`src/rtl/mips_int_ctrl.sv`:
```
// Interrupt controller for the pipelined MIPS core: synchronise, latch, prioritise, take and return.
// Build option INT_LEVEL_EN: pending follows the synchronised line level (no latch, no edge detect).
module mips_int_ctrl #(
  parameter int          NUM_IRQ       = 4,
  parameter int          SYNC_STAGES   = 2,
  parameter logic [31:0] HANDLER_BASE  = 32'h0000_0100,
  parameter logic [31:0] VECTOR_STRIDE = 32'h0000_0010,
  localparam int         CW            = (NUM_IRQ > 1) ? $clog2(NUM_IRQ) : 1
) (
  input  logic               clk,
  input  logic               rst,
  input  logic [NUM_IRQ-1:0] irq_in,
  input  logic               mask_we,
  input  logic [NUM_IRQ-1:0] mask_wdata,
  output logic [NUM_IRQ-1:0] mask,
  output logic               int_req,
  input  logic               int_ack,
  input  logic [31:0]        epc_in,
  input  logic               eret,
  output logic               redirect,
  output logic [31:0]        redirect_pc,
  output logic [31:0]        epc_out,
  output logic [CW-1:0]      cause_id,
  output logic               in_service,
  output logic [NUM_IRQ-1:0] pending
);

  typedef enum logic [1:0] {IDLE, REQ, SERVICE} state_t;

  state_t             state;
  logic               ie;
  logic [NUM_IRQ-1:0] sync_q [SYNC_STAGES];
  logic [NUM_IRQ-1:0] sync_lvl;
  logic [NUM_IRQ-1:0] eligible;
  logic [CW-1:0]      winner;
  logic               take;

  assign sync_lvl = sync_q[SYNC_STAGES-1];
  assign take     = (state == REQ) && int_ack;

  // NOTE: the synchroniser array is reset element by element so no stage can
  // present X (and a phantom edge) to the pending logic after reset release.
  always_ff @(posedge clk or negedge rst) begin
    if (!rst) begin
      for (int s = 0; s < SYNC_STAGES; s++) sync_q[s] <= '0;
    end else begin
      sync_q[0] <= irq_in;
      for (int s = 1; s < SYNC_STAGES; s++) sync_q[s] <= sync_q[s-1];
    end
  end

`ifdef INT_LEVEL_EN
  assign pending = sync_lvl;
`else
  logic [NUM_IRQ-1:0] hist_q;
  logic [NUM_IRQ-1:0] rise;
  logic [NUM_IRQ-1:0] ack_clr;

  assign rise    = sync_lvl & ~hist_q;
  assign ack_clr = take ? (NUM_IRQ'(1) << cause_id) : '0;

  // A fresh edge in the same cycle as the ack clear keeps the bit set.
  always_ff @(posedge clk or negedge rst) begin
    if (!rst) begin
      hist_q  <= '0;
      pending <= '0;
    end else begin
      hist_q  <= sync_lvl;
      pending <= (pending & ~ack_clr) | rise;
    end
  end
`endif

  assign eligible = pending & mask;

  // NOTE: winner gets a default before the loop; without it this block would
  // infer a latch for the cycles where nothing is eligible.
  always_comb begin
    winner = '0;
    for (int i = NUM_IRQ - 1; i >= 0; i--)
      if (eligible[i]) winner = CW'(i);
  end

  // NOTE: all state below uses non-blocking assignments so every register
  // samples the pre-edge values; redirect's default is overridden later in
  // the same block, and the last scheduled update wins.
  always_ff @(posedge clk or negedge rst) begin
    if (!rst) begin
      state       <= IDLE;
      ie          <= 1'b1;
      mask        <= '1;
      int_req     <= 1'b0;
      redirect    <= 1'b0;
      redirect_pc <= '0;
      epc_out     <= '0;
      cause_id    <= '0;
      in_service  <= 1'b0;
    end else begin
      redirect <= 1'b0;
      if (mask_we) mask <= mask_wdata;

      unique case (state)
        IDLE: begin
          if (ie && (|eligible)) begin
            cause_id <= winner;
            int_req  <= 1'b1;
            state    <= REQ;
          end
        end
        REQ: begin
          // cause_id is frozen here; mask or pending changes do not re-arbitrate.
          if (take) begin
            epc_out     <= epc_in;
            ie          <= 1'b0;
            int_req     <= 1'b0;
            in_service  <= 1'b1;
            redirect    <= 1'b1;
            redirect_pc <= HANDLER_BASE + VECTOR_STRIDE * 32'(cause_id);
            state       <= SERVICE;
          end
        end
        SERVICE: begin
          if (eret) begin
            redirect    <= 1'b1;
            redirect_pc <= epc_out;
            ie          <= 1'b1;
            in_service  <= 1'b0;
            state       <= IDLE;
          end
        end
        default: state <= IDLE;
      endcase
    end
  end

endmodule

```
`config.mk`:
```
export PLATFORM = sky130hd
export DESIGN_NAME = mips_int_ctrl
export DESIGN_NICKNAME = d
export VERILOG_FILES = /design/src/rtl/mips_int_ctrl.sv
export SDC_FILE = /design/constraint.sdc
export NUM_CORES = 1
export LEC_CHECK = 0
export ABC_AREA = 1
export CELL_PAD_IN_SITES_DETAIL_PLACEMENT = 0
export CELL_PAD_IN_SITES_GLOBAL_PLACEMENT = 1
export CORE_ASPECT_RATIO = 0.8
export CORE_MARGIN = 2
export CORE_UTILIZATION = 33
export DETAILED_ROUTE_END_ITERATION = 12
export PLACE_DENSITY = 0.83
export RECOVER_POWER = 50
export SYNTH_ARGS = -nofsm -noshare
export SYNTH_HDL_FRONTEND = slang
export SYNTH_SLANG_ARGS = --single-unit
```
`constraint.sdc`:
```
create_clock -name clk -period 2 [get_ports clk]
set_input_delay 0.2 -clock clk [delete_from_list [all_inputs] [get_ports clk]]
set_output_delay 0.2 -clock clk [all_outputs]
set_load 0.005 [all_outputs]
```
=== Word level (Yosys, flattened, before mapping) ===
Cells that the tools add are included.

* Register bits after elaboration: 92
* Bits in latches: 0
* Bits in writable memories: 0
* Bits in read-only memories: 0
* Bits of input ports: 45
* Output and inout bits: 77
* Logic and storage cells: 60
* Memories: 0

* Add/sub/neg operators: 1
* Multipliers: 0
* Divide/modulo/power cells: 0
* $lt $le $gt $ge: 0
* Eq/ne operators: 5
* Shift operators: 1
* Multiplexer cells: 23
* Bitwise operators: 6
* Reduce and logical (&&, ||, !) cells: 11

{| class="wikitable"
|+ Operators by type and width
! cell !! count
|-
| $mux W32 || 2
|-
| $pmux W32 S2 || 1
|-
| $mux W2 || 7
|-
| $and A4 B4 Y4 || 3
|-
| $add A9 B6 Y10 const A || 1
|-
| $reduce_and A3 Y1 || 3
|-
| $not A4 Y4 || 2
|-
| $pmux W1 S2 || 4
|-
| $mux W1 || 7
|-
| $ne A2 B2 Y1 const B || 3
|-
| $pmux W2 S3 || 1
|-
| $mux W4 || 1
|-
| $or A4 B4 Y4 || 1
|-
| $reduce_and A2 Y1 || 2
|-
| $reduce_bool A2 Y1 || 2
|-
| $reduce_or A4 Y1 || 1
|-
| $shl A1 B2 Y4 const A || 1
|-
| $eq A2 B1 Y1 const B || 1
|-
| $eq A2 B2 Y1 const B || 1
|-
| $logic_and A1 B1 Y1 || 2
|-
| $logic_not A2 Y1 || 1
|}

=== Longest topological paths before layout ===
* Depth after elaboration: 6
* Gate-level depth with buffers: 9
* Mapped depth without buffers: 8

=== Worst setup path after synthesis ===
Ideal clock, no wire load.

* Path kind: register to register
* Start: reg state[1]
* End: reg in_service
* Library setup time: 0.129 ns
* Arrival time: 1.332 ns
* Data required time: 1.871 ns
* Path slack: 0.539 ns
* Cell stages (with the launch flop): 9
* Path buffers: 1
* Clock period less this slack: 1.461 ns
* Path through: dfrtp_1 > inv_1 > ha_1 > nand2_2 > o21ai_2 > inv_2 > o21ai_2 > buf_6 > o21ai_0

* Cells in the longest elaborated chain, start to end: 4
* Elaborated cells between the ends (all ways): 8

{| class="wikitable"
|+ RTL lines
! element !! line !! text
|-
| start, declared || 30 || <nowiki>state_t state;</nowiki>
|-
| start signal, assigned || 89 || <nowiki>state <= IDLE;</nowiki>
|-
| start signal, assigned || 107 || <nowiki>state <= REQ;</nowiki>
|-
| start signal, assigned || 119 || <nowiki>state <= SERVICE;</nowiki>
|-
| $eq A2 B1 Y1 || 39, 102 ||
|-
| $logic_and A1 B1 Y1 || 39 || <nowiki>assign take = (state == REQ) && int_ack;</nowiki>
|-
| $ne A2 B2 Y1 (no source line) || - ||
|-
| $reduce_and A3 Y1 (no source line) || - ||
|-
| end signal, assigned || 97 || <nowiki>in_service <= 1'b0;</nowiki>
|-
| end signal, assigned || 116 || <nowiki>in_service <= 1'b1;</nowiki>
|-
| end signal, assigned || 127 || <nowiki>in_service <= 1'b0;</nowiki>
|-
| end, declared || 24 || <nowiki>output logic in_service,</nowiki>
|}

Parallel ways exist; a longest one is shown, timed or not.
A chain may end at the register's enable or synchronous reset.

=== Final worst setup path ===
* Start: reg state[1]
* End: reg redirect_pc[18]

* Cells in the longest elaborated chain, start to end: 4
* Elaborated cells between the ends (all ways): 8

{| class="wikitable"
|+ RTL lines
! element !! line !! text
|-
| $eq A2 B1 Y1 || 39, 102 ||
|-
| $logic_and A1 B1 Y1 || 39 ||
|-
| $ne A2 B2 Y1 (no source line) || - ||
|-
| $reduce_and A3 Y1 (no source line) || - ||
|-
| end signal, assigned || 118 || <nowiki>redirect_pc <= HANDLER_BASE + VECTOR_STRIDE * 32'(cause_id);</nowiki>
|-
| end signal, assigned || 125 || <nowiki>redirect_pc <= epc_out;</nowiki>
|-
| end, declared || 21 || <nowiki>output logic [31:0] redirect_pc,</nowiki>
|}

Parallel ways exist; a longest one is shown, timed or not.

==> reports/metrics.cfg <==
[status]
status=finished, final reports clean

[grt]
grt_pass1_vias=2686
grt_max_degree=93
grt.overflow.total=0
antenna_found_initial=0
grt_use_total=0.153
grt_pass1_wl_mm=13.4

[critical_path]
crit_type=flop to flop
cpMaxStageDelayCell=dfrtp_1
critPathMaxFanout=27
cp_cell_sequence=inv_1, ha_1, nand2_2, o21ai_2, inv_2, o21ai_2, buf_12, nand2_1, o21ai_0
max_stage_delay_ns=0.39
cp.required_ns=2.25
startpoint_type=flop
crit_path_frequent_cell=o21ai_2
critical_path.endpoint_type=flop
cp_data_arrival_time_ns=1.98

[yosys]
synth.most_common_cell=nand2_1
synthTopCellsByArea=dfrtp_1, nand2_1, o21ai_0
synth-seq-area-share=0.669
synth_cell_types=20
netlist.area_leader.share=0.631
synth_edf_count=0
synth_seq_cells=92
syn-instance-count=341
avgSynthCellArea_um2=10.1
ys.flop_type=dfrtp_1
syn-num-nets=389
synthTopCellsByCount=nand2_1, dfrtp_1, o21ai_0
yosys_warnings=0
synth_largest_area_cell=dfrtp_1
ys_async_sr_fraction=1.00
synthesis.area_um2=3450

[detailed_routing]
avgViaCountPerCell=4.46
ant_nets=0
drt_iter0_drc=184
drt-pass1-iter-count=4
via_count=2726
routedWlPerCell_um=13.1
drc=0
drt_wl_total_mm=8.02

[layout]
area_growth_pct=49.7
n_antenna_cell=0
nets=514
drive_gt1_frac=0.0764

[sta]
setup_viol=0
skew_ns=0.00275
tightestPinTransition_ns=1.22
rsz0062_at_grt=no
slew_violations=0
fmax_ghz=0.577
hold_viol=0
setup_ws_ns=0.268
fin_crit_sh=0.866
fin_tns_setup_ns=0
relSlewSlack=0.184
fin_crit_ns=1.73

[floorplan]
initial_core_util=0.338
die_w_um=118
io_pins=122
die_h_um=95.5
core_um2=10200
core.rowCount=33
die_area_um2=11300

[cts]
cts_tree=yes
ctsLongestPathBuffers=2
cts.repair.resized=0
cts_root_buf=clkbuf_16
numCtsBuffers=9
htreeDepth=3
cts.clk_slew.worst_paths_ns=0.07
insertion_delay_ns=0.33
cts_sinks=92

[placed_design]
dpl_worst_slack_ns=0.232
dp_hpwl_mm=5.71
gp_congestion=0.737
portBuffers=121

[pwr]
pwr_density_cell_nw_per_um2=775
leakage_nw=2.40
ir_drop_mv=0.703

[worst_hold_path]
hp-class=flop to flop

[flow_run]
maxCapViolCount=0

==> flip-flops by register name, summed over array words and instances, names as in the netlist <==
register / cells
ie: 1
sync_q: 4
pending: 4
in_service: 1
redirect_pc: 32
epc_out: 32
sync_lvl: 4
redirect: 1
state: 2
int_req: 1
hist_q: 4
mask: 4
cause_id: 2
==> cell families after synthesis <==
group | synth area share
buf+inv | 0.0642
flops | 0.669
simple gates | 0.136
fa+ha+maj | 0.0109
mux | 0.0130
compound gates | 0.107
==> cell type report <==
type | instances | area, µm²
Clock inverter | 7 | 121
Sequential cell | 92 | 2310
Timing Repair Buffer | 125 | 1270
Fill cell | 965 | 5030
Inverter | 40 | 150
Tap cell | 140 | 175
Clock buffer | 9 | 225
Multi-Input combinational cell | 198 | 922
==> critical path: cells and delay by family, from the launching register on <==
kind | cells | cell delay (ns)
and+or+nand+nor | 2 | 0.23
AOI/OAI and AO/OA | 3 | 0.36
adders and majority gates | 1 | 0.27
DFF | 1 | 0.39
buffers and inverters | 3 | 0.38
==> cells in the final DEF, fill, tap and decap left out, drive strengths merged <==
cell	Yosys	routed
nand2	111	111
clkdlybuf4s50	0	94
dfrtp	87	87
o21ai	64	64
inv	40	43
dlygate4sd3	0	27
clkbuf	4	11
nand3	6	6
dfstp	5	5
nor2	4	4
mux2	4	4
ha	3	3
bufinv	0	3
a21boi	2	2
a32oi	2	2
a21oi	2	2
buf	7	2
clkinv	0	1
==> per-layer routing <==
layer  vias to the layer above  global-route usage  wire (µm)
met5                         -                   0          0
met4                         0              0.0482         93
met3                        10              0.0574        566
met2                        82               0.241       3690
met1                      1310               0.196       3660
li1                       1324                   -          -
==> power breakdown <==
| part | internal, mW | total [mW] | leakage [nW] | switching (mW) |
|---|---|---|---|---|
| clock | 1.23 | 1.95 | 0.171 | 0.714 |
| sequential | 1.89 | 1.90 | 1.08 | 0.0101 |
| combinational | 0.0998 | 0.163 | 1.15 | 0.0633 |
==> per-stage QoR <==
stage	hold slack [ns]	util	instance area [µm²]	std cells	total power [mW]
final	0.347	0.507	5170	611	4.01
after global routing	0.361	0.507	5170	611	4.16
after CTS	0.283	0.508	5180	611	4.07
after detailed placement	0.284	0.473	4820	594	2.10
after global placement	0.277	0.473	4820	594	2.10
after floorplan	-0.0956	-	3450	341	1.95
==> final timing paths <==
path	slack, ns	to	cells after the start	startpoint
worst max register to register	0.27	redirect_pc[18]$_DFFE_PN0P_	9	state[1]$_DFFE_PN0P_
worst min register to register	0.35	sync_lvl[1]$_DFF_PN0_	0	sync_q[5]$_DFF_PN0_
worst min-delay path	0.35	sync_lvl[1]$_DFF_PN0_	0	sync_q[5]$_DFF_PN0_
min in group asynchronous	0.79	sync_q[5]$_DFF_PN0_	3	rst
max in group asynchronous	0.44	redirect_pc[2]$_DFFE_PN0P_	3	rst
worst max-delay path	0.27	redirect_pc[18]$_DFFE_PN0P_	9	state[1]$_DFFE_PN0P_
==> timing repair <==
item,CTS,global route
endpoints found under the hold margin,87,0
setup buffers,0,0
hold buffers,1,0
setup endpoints to repair,0,0
Power figures use the tool's default switching activity.
